## src/rtl/riscv_pkg.sv

```systemverilog
// Shared fetch-stage types: the prefetch FIFO entry and fetch FSM encoding.
package riscv_pkg;

  localparam int XLEN = 32;
  localparam logic [XLEN-1:0] INSTR_NOP = 32'h00000013;

  typedef struct packed {
    logic [XLEN-1:0] pc;
    logic [XLEN-1:0] instr;
    logic            err;
  } fetch_entry_t;

  localparam int FETCH_ENTRY_W = $bits(fetch_entry_t);

  typedef enum logic [1:0] {
    FS_IDLE = 2'd0,
    FS_RUN  = 2'd1,
    FS_HOLD = 2'd2
  } fetch_state_t;

endpackage

```

## src/rtl/fetch_fifo.sv

```systemverilog
// Synchronous prefetch FIFO. Clear wins over push and pop in the same cycle.
module fetch_fifo #(
  parameter int DEPTH = 4,
  parameter int WIDTH = 65
) (
  input  logic                     clk,
  input  logic                     rstn,
  input  logic                     i_push,
  input  logic                     i_pop,
  input  logic                     i_clear,
  input  logic [WIDTH-1:0]         i_data,
  output logic [WIDTH-1:0]         o_data,
  output logic [$clog2(DEPTH):0]   o_count,
  output logic                     o_full,
  output logic                     o_empty
);

  localparam int AW = $clog2(DEPTH);
  localparam int CW = AW + 1;

  logic [WIDTH-1:0] r_mem [DEPTH];
  logic [AW-1:0]    r_wptr;
  logic [AW-1:0]    r_rptr;
  logic [CW-1:0]    r_count;
  logic             w_push;
  logic             w_pop;

  assign o_full  = (r_count == CW'(DEPTH));
  assign o_empty = (r_count == '0);
  assign o_count = r_count;
  assign o_data  = r_mem[r_rptr];
  assign w_push  = i_push && !o_full;
  assign w_pop   = i_pop && !o_empty;

  // Pointer and occupancy bookkeeping; pointers wrap naturally (DEPTH is a power of 2).
  always_ff @(posedge clk or negedge rstn) begin
    if (!rstn) begin
      r_wptr  <= '0;
      r_rptr  <= '0;
      r_count <= '0;
    end else if (i_clear) begin
      r_wptr  <= '0;
      r_rptr  <= '0;
      r_count <= '0;
    end else begin
      if (w_push) r_wptr <= r_wptr + 1'b1;
      if (w_pop)  r_rptr <= r_rptr + 1'b1;
      r_count <= r_count + CW'(w_push) - CW'(w_pop);
    end
  end

  // Storage array; contents need no reset because occupancy gates every read.
  always_ff @(posedge clk) begin
    if (w_push && !i_clear) r_mem[r_wptr] <= i_data;
  end

endmodule

```

## src/rtl/fetch_prefetch.sv

```systemverilog
// Instruction fetch with multiple outstanding OBI requests and a prefetch FIFO.
//
//  state   | meaning
//  FS_IDLE | first cycle after reset, no request yet
//  FS_RUN  | issuing sequential fetches under the credit rule
//  FS_HOLD | redirect arrived while a request was waiting for gnt; old
//          | request kept stable until granted, then addr jumps to target
module fetch_prefetch
  import riscv_pkg::*;
#(
  parameter logic [31:0] PC_RESET  = 32'h0,
  parameter int          DEPTH     = 4,
  parameter int          MAX_OUTST = 2
) (
  input  logic        clk,
  input  logic        rstn,
  output logic        instr_req_o,
  input  logic        instr_gnt_i,
  output logic [31:0] instr_addr_o,
  input  logic [31:0] instr_rdata_i,
  input  logic        instr_err_i,
  input  logic        instr_rvalid_i,
  input  logic        writeback_change_pc,
  input  logic [31:0] writeback_next_pc,
  input  logic        alu_change_pc,
  input  logic [31:0] alu_next_pc,
  input  logic        stall,
  input  logic        flush,
  output logic [31:0] pc,
  output logic [31:0] instr_send,
  output logic        instr_err,
  output logic        clk_en
);

  localparam int CW = $clog2(DEPTH) + 1;
  localparam logic [CW:0]   DEPTH_L = (CW+1)'(DEPTH);
  localparam logic [CW-1:0] MAX_L   = CW'(MAX_OUTST);

  fetch_state_t r_state;
  fetch_state_t w_state_nxt;
  logic [31:0]  r_addr;
  logic [31:0]  r_target;
  logic         r_pend;
  logic [CW-1:0] r_outst;
  logic [CW-1:0] r_discard;
  logic [31:0]  r_resp_pc;
  logic [31:0]  r_pc;
  logic [31:0]  r_instr;
  logic         r_err;
  logic         r_clk_en;

  logic          w_redirect;
  logic [31:0]   w_target;
  logic          w_credit;
  logic          w_fire;
  logic          w_wait;
  logic [CW-1:0] w_outst_nxt;
  logic          w_push;
  logic          w_pop;
  logic [CW-1:0] w_count;
  logic          w_full;
  logic          w_empty;
  fetch_entry_t  w_in;
  fetch_entry_t  w_head;
  logic [FETCH_ENTRY_W-1:0] w_fifo_rdata;

  assign w_redirect  = writeback_change_pc || alu_change_pc;
  assign w_target    = writeback_change_pc ? writeback_next_pc : alu_next_pc;
  assign w_credit    = (r_outst < MAX_L) && !w_full &&
                       (({1'b0, w_count} + {1'b0, r_outst}) < DEPTH_L);
  assign w_fire      = instr_req_o && instr_gnt_i;
  assign w_wait      = instr_req_o && !instr_gnt_i;
  assign w_outst_nxt = r_outst + CW'(w_fire) - CW'(instr_rvalid_i);
  assign w_push      = instr_rvalid_i && (r_discard == '0) && !w_redirect;
  assign w_pop       = !w_empty && !stall && !w_redirect;
  assign w_in        = '{pc: r_resp_pc, instr: instr_rdata_i, err: instr_err_i};
  assign w_head      = w_fifo_rdata;

  assign instr_addr_o = r_addr;
  assign pc           = r_pc;
  assign instr_send   = r_instr;
  assign instr_err    = r_err;
  assign clk_en       = r_clk_en;

  // Fetch FSM state register.
  always_ff @(posedge clk or negedge rstn) begin
    if (!rstn) r_state <= FS_IDLE;
    else       r_state <= w_state_nxt;
  end

  // Next state and request; a request left waiting for gnt stays asserted.
  always_comb begin
    w_state_nxt = r_state;
    instr_req_o = 1'b0;
    case (r_state)
      FS_IDLE: w_state_nxt = FS_RUN;
      FS_RUN: begin
        instr_req_o = r_pend || w_credit;
        if (w_redirect && !instr_gnt_i && instr_req_o) w_state_nxt = FS_HOLD;
      end
      FS_HOLD: begin
        instr_req_o = 1'b1;
        if (instr_gnt_i) w_state_nxt = FS_RUN;
      end
      default: w_state_nxt = FS_IDLE;
    endcase
  end

  // Request address, held redirect target and outstanding-request count.
  always_ff @(posedge clk or negedge rstn) begin
    if (!rstn) begin
      r_addr   <= PC_RESET;
      r_target <= '0;
      r_pend   <= 1'b0;
      r_outst  <= '0;
    end else begin
      r_pend  <= w_wait;
      r_outst <= w_outst_nxt;
      if (w_redirect) begin
        if (w_wait) r_target <= w_target;
        else        r_addr   <= w_target;
      end else if (w_fire) begin
        r_addr <= (r_state == FS_HOLD) ? r_target : r_addr + 32'd4;
      end
    end
  end

  // Response side: count of stale responses to drop and PC of the next kept one.
  always_ff @(posedge clk or negedge rstn) begin
    if (!rstn) begin
      r_discard <= '0;
      r_resp_pc <= PC_RESET;
    end else if (w_redirect) begin
      r_discard <= w_outst_nxt;
      r_resp_pc <= w_target;
    end else begin
      if (w_push) r_resp_pc <= r_resp_pc + 32'd4;
      r_discard <= r_discard + CW'(w_fire && (r_state == FS_HOLD))
                             - CW'(instr_rvalid_i && (r_discard != '0));
    end
  end

  // Decode-facing registers: pop on !stall, bubble on redirect, flush or empty FIFO.
  always_ff @(posedge clk or negedge rstn) begin
    if (!rstn) begin
      r_pc     <= '0;
      r_instr  <= '0;
      r_err    <= 1'b0;
      r_clk_en <= 1'b0;
    end else if (w_redirect) begin
      r_clk_en <= 1'b0;
    end else if (!stall) begin
      if (!w_empty) begin
        r_pc     <= w_head.pc;
        r_instr  <= w_head.instr;
        r_err    <= w_head.err;
        r_clk_en <= !flush;
      end else begin
        r_clk_en <= 1'b0;
      end
    end
  end

  fetch_fifo #(
    .DEPTH (DEPTH),
    .WIDTH (FETCH_ENTRY_W)
  ) u_fifo (
    .clk     (clk),
    .rstn    (rstn),
    .i_push  (w_push),
    .i_pop   (w_pop),
    .i_clear (w_redirect),
    .i_data  (w_in),
    .o_data  (w_fifo_rdata),
    .o_count (w_count),
    .o_full  (w_full),
    .o_empty (w_empty)
  );

endmodule

```

## config.mk

```make
export PLATFORM = sky130hd
export DESIGN_NAME = fetch_prefetch
export DESIGN_NICKNAME = d
export VERILOG_FILES = /design/src/rtl/riscv_pkg.sv /design/src/rtl/fetch_fifo.sv /design/src/rtl/fetch_prefetch.sv
export SDC_FILE = /design/constraint.sdc
export NUM_CORES = 1
export LEC_CHECK = 0
export ABC_AREA = 1
export BUFFER_PORTS_ARGS = -buffer_cell sky130_fd_sc_hd__buf_4
export CAP_MARGIN = 20
export CORE_ASPECT_RATIO = 1.75
export CORE_UTILIZATION = 59
export CTS_BUF_LIST = sky130_fd_sc_hd__clkbuf_4 sky130_fd_sc_hd__clkbuf_8 sky130_fd_sc_hd__clkbuf_16
export DETAILED_ROUTE_END_ITERATION = 8
export PLACE_DENSITY = 0.86
export SLEW_MARGIN = 20
export SYNTH_ARGS = -nofsm -noshare
export SYNTH_HDL_FRONTEND = slang
export SYNTH_HIERARCHICAL = 1
export SYNTH_SLANG_ARGS = --single-unit
```

## constraint.sdc

```tcl
create_clock -name clk -period 5.55 [get_ports clk]
set_input_delay 0.555 -clock clk [delete_from_list [all_inputs] [get_ports clk]]
set_output_delay 0.555 -clock clk [all_outputs]
set_load 0.05 [all_outputs]
```

==> metrics.md <==
| Metric | Value |
|---|---|
| Status | `complete, no violations` |
| Post-Syn Area per Cell | `9.85 um^2` |
| Critical path class | `reg -> reg` |
| H-tree depth | `2` |
| Worst hold path class | `in -> reg` |
| Final hold violations | `0` |
| Filler Cell Count | `2289` |
| Worst vdd ir | `0.290 mV` |
| Clock transition at the registers of the reported paths | `roughly 0.07 ns` |
| Worst Skew | `0.0205 ns` |
| Clock sinks | `438` |
| Layout cells sized above 1 | `0.149` |
| Critical path launch point type | `register` |
| Setup TNS | `0 ns` |
| First-pass GRT wire length | `77500 um` |
| Worst path most repeated cell | `inv_1` |
| Die height | `243 um` |
| Clk Latency, worst-skew pair | `between 0.5 and 0.6 ns` |
| Final setup vio count | `0` |
| Routability cong. | `0.963` |
| WP data arrival | `3.55 ns` |
| Biggest area consumer among synthesized cells | `edfxtp_1` |
| Tightest Pin Transition | `1.02 ns` |
| Pwr dens | `roughly 380 nW/um^2` |
| Largest net degree at the start of global routing | `132` |
| Iter 0 DRT Violations | `1322` |
| Die area | `between 30000 and 40000 um^2` |
| Tmin final | `3.15 ns` |
| Leakage power | `0.00973 uW` |
| Crit path buf inv count | `4` |
| Period utilisation layout | `0.568` |
| Area grow syn2layout | `14.7%` |
| Family with the most delay on the worst path | `adder cells` |
| Most common cell after layout, fill and taps aside | `nand2_1` |
| Register bit total from synthesis | `roughly 440` |
| WP data required | `5.95 ns` |
| Register area share after synthesis | `0.625` |
| Final net count | `2280` |
| Synth warn | `6` |
| Die width | `140 um` |
| Mapped Area | `19600 um^2` |
| CTS max path bufs | `3` |
| CP peak stage delay | `0.79 ns` |
| HPWL after DPL | `30400 um` |
| Grt ovf | `0` |
| Initial antenna violation count | `0` |
| CTS buffer count | `38` |
| Final Non-Filler Cells | `2588` |
| Top-area cell type share of the netlist area | `0.398` |
| Core Rows | `88` |
| CP cell instances | `inv_1 -> ha_1 -> nand2_1 -> nand2_2 -> nand2_2 -> ha_1 -> inv_1 -> ha_1 -> inv_1 -> fa_1 -> inv_1 -> nand2_1 -> o21ai_0` |
| Normalized max-slew margin | `0.319` |
| Area of the core | `32800 um^2` |
| Max-Cap Viols | `0` |
| Initial Util | `0.598` |
| Critical path endpoint category | `register` |
| CTS tree | `built` |
| GRT Resource Usage Total | `0.293` |
| Drt pass-1 iters | `5` |
| Commonest cells after routing, fill and taps aside | `539 x nand2_1, 267 x nor2_1, 260 x edfxtp_1` |
| Post-Syn Instances | `1990` |
| Unrepaired setup endpoints after global routing | `false` |
| Top cells by area, synth | `edfxtp_1 40%, dfrtp_1 23%, nand2_1 10%` |
| Crit-path slowest cell | `ha_1` |
| Antenna-violating nets left | `0` |
| Placed insts | `2517` |
| Via Count | `15412` |
| Io pins | `204` |
| Number of global-route vias before repair | `15728` |
| DRC viols | `0` |
| Port Buffers | `203` |
| Vias/cell | `5.96` |
| Mapped Nets | `2117` |
| Crit path max fanout | `27` |
| Synth unique cells | `46` |
| Routed len/inst | `19.0 um` |
| Clock Tree Root | `clkbuf_16` |
| Fmax | `0.317 GHz` |
| WL final | `49200 um` |
| Final Max Slew Viols | `0` |
| N_diodes | `0` |
| Setup Fix Bufs, Post-CTS | `0` |
[synth_stat cells (all sizes together)]
cell type and number:
xor2 13, fa 3, o221ai 3, edfxtp 260
nand2 546, a31oi 2, nor3 11, nor2 286
a21boi 1, nand4 11, xnor2 3, dfrtp 178
ha 19, or2 2, o31ai 1, o211ai 12
clkbuf 28, a21oi 28, inv 130, nor4 1
o22ai 92, clkinv 1, nand3b 1, buf 64
nand3 76, o21ai 212, a22oi 2, o21bai 4
[layer usage]
layer | vias up | routed length, um | track usage
met1 | 7357 | 16800 | 0.318
met3 | 188 | 3580 | 0.0383
met2 | 849 | 26100 | 0.536
li1 | 7018 | - | -
met4 | 0 | 2700 | 0.187
met5 | - | 0 | 0
[state kept, by name, indices dropped and copies added (netlist names)]
signal and cells:
u_fifo/r_mem 260, instr_err 1, pc 32, u_fifo/r_rptr 2, u_fifo/r_wptr 2, r_pend 1
r_resp_pc 32, u_fifo/o_count 3, r_target 32, r_discard 3, instr_addr_o 32, r_state 2
r_outst 3, instr_send 32, clk_en 1
[area by class of cell]
cell class,instances,area [um^2],area share
inverters,131,502,0.0223
well taps,405,507,0.0225
repair buffers,215,1630,0.0726
multi-input cells,1329,6220,0.277
clock buffers,53,1110,0.0495
flip-flops and latches,438,12300,0.546
clock inverters,17,243,0.0108
[power breakdown]
part	switching (uW)	internal [uW]	leakage [uW]
Sequential	306	3770	0.00457
Clock	1190	1650	0.000670
Combinational	1150	518	0.00449
[logic make-up after synthesis]
family | synth area share
DFF | 0.625
and+or+nand+nor | 0.193
AOI/OAI and AO/OA | 0.101
buffers and inverters | 0.0588
adders and majority gates | 0.0152
xor gates and xnor gates | 0.00715
[metrics by stage]
stage | utilization | area, um^2 | power (uW) | hold WS (ns) | worst slack [ns]
floorplan | - | 19600 | 5210 | 0.259 | 0.722
global placement | 0.644 | 21100 | 5710 | 0.455 | 2.17
detailed placement | 0.644 | 21100 | 5780 | 0.460 | 2.10
CTS | 0.685 | 22500 | 8600 | 0.185 | 2.40
global route | 0.685 | 22500 | 8920 | 0.200 | 2.13
finish | 0.685 | 22500 | 8580 | 0.200 | 2.40
[repair_timing]
action | 4_1_cts | 5_1_grt
hold buffers | 1 | 0
endpoints found under the hold margin | 21 | 0
gates resized for setup | 0 | 0
setup endpoints to repair | 0 | 0
[path summary, 6_finish.rpt]
path / start / endpoint / slack [ns] / cells after the start
max in group asynchronous: rstn / r_resp_pc[27]$_DFFE_PN0P_ / 3.89 / 3
worst min-delay path: flush / clk_en$_DFFE_PN0P_ / 0.20 / 2
worst min register to register: instr_send[10]$_DFFE_PN0P_ / instr_send[10]$_DFFE_PN0P_ / 0.47 / 2
worst max-delay path: r_state[0]$_DFFE_PN0P_ / r_discard[1]$_DFF_PN0_ / 2.40 / 13
min in group asynchronous: rstn / instr_send[20]$_DFFE_PN0P_ / 0.54 / 2
worst max register to register: r_state[0]$_DFFE_PN0P_ / r_discard[1]$_DFF_PN0_ / 2.40 / 13
Power figures use the tool's default switching activity.
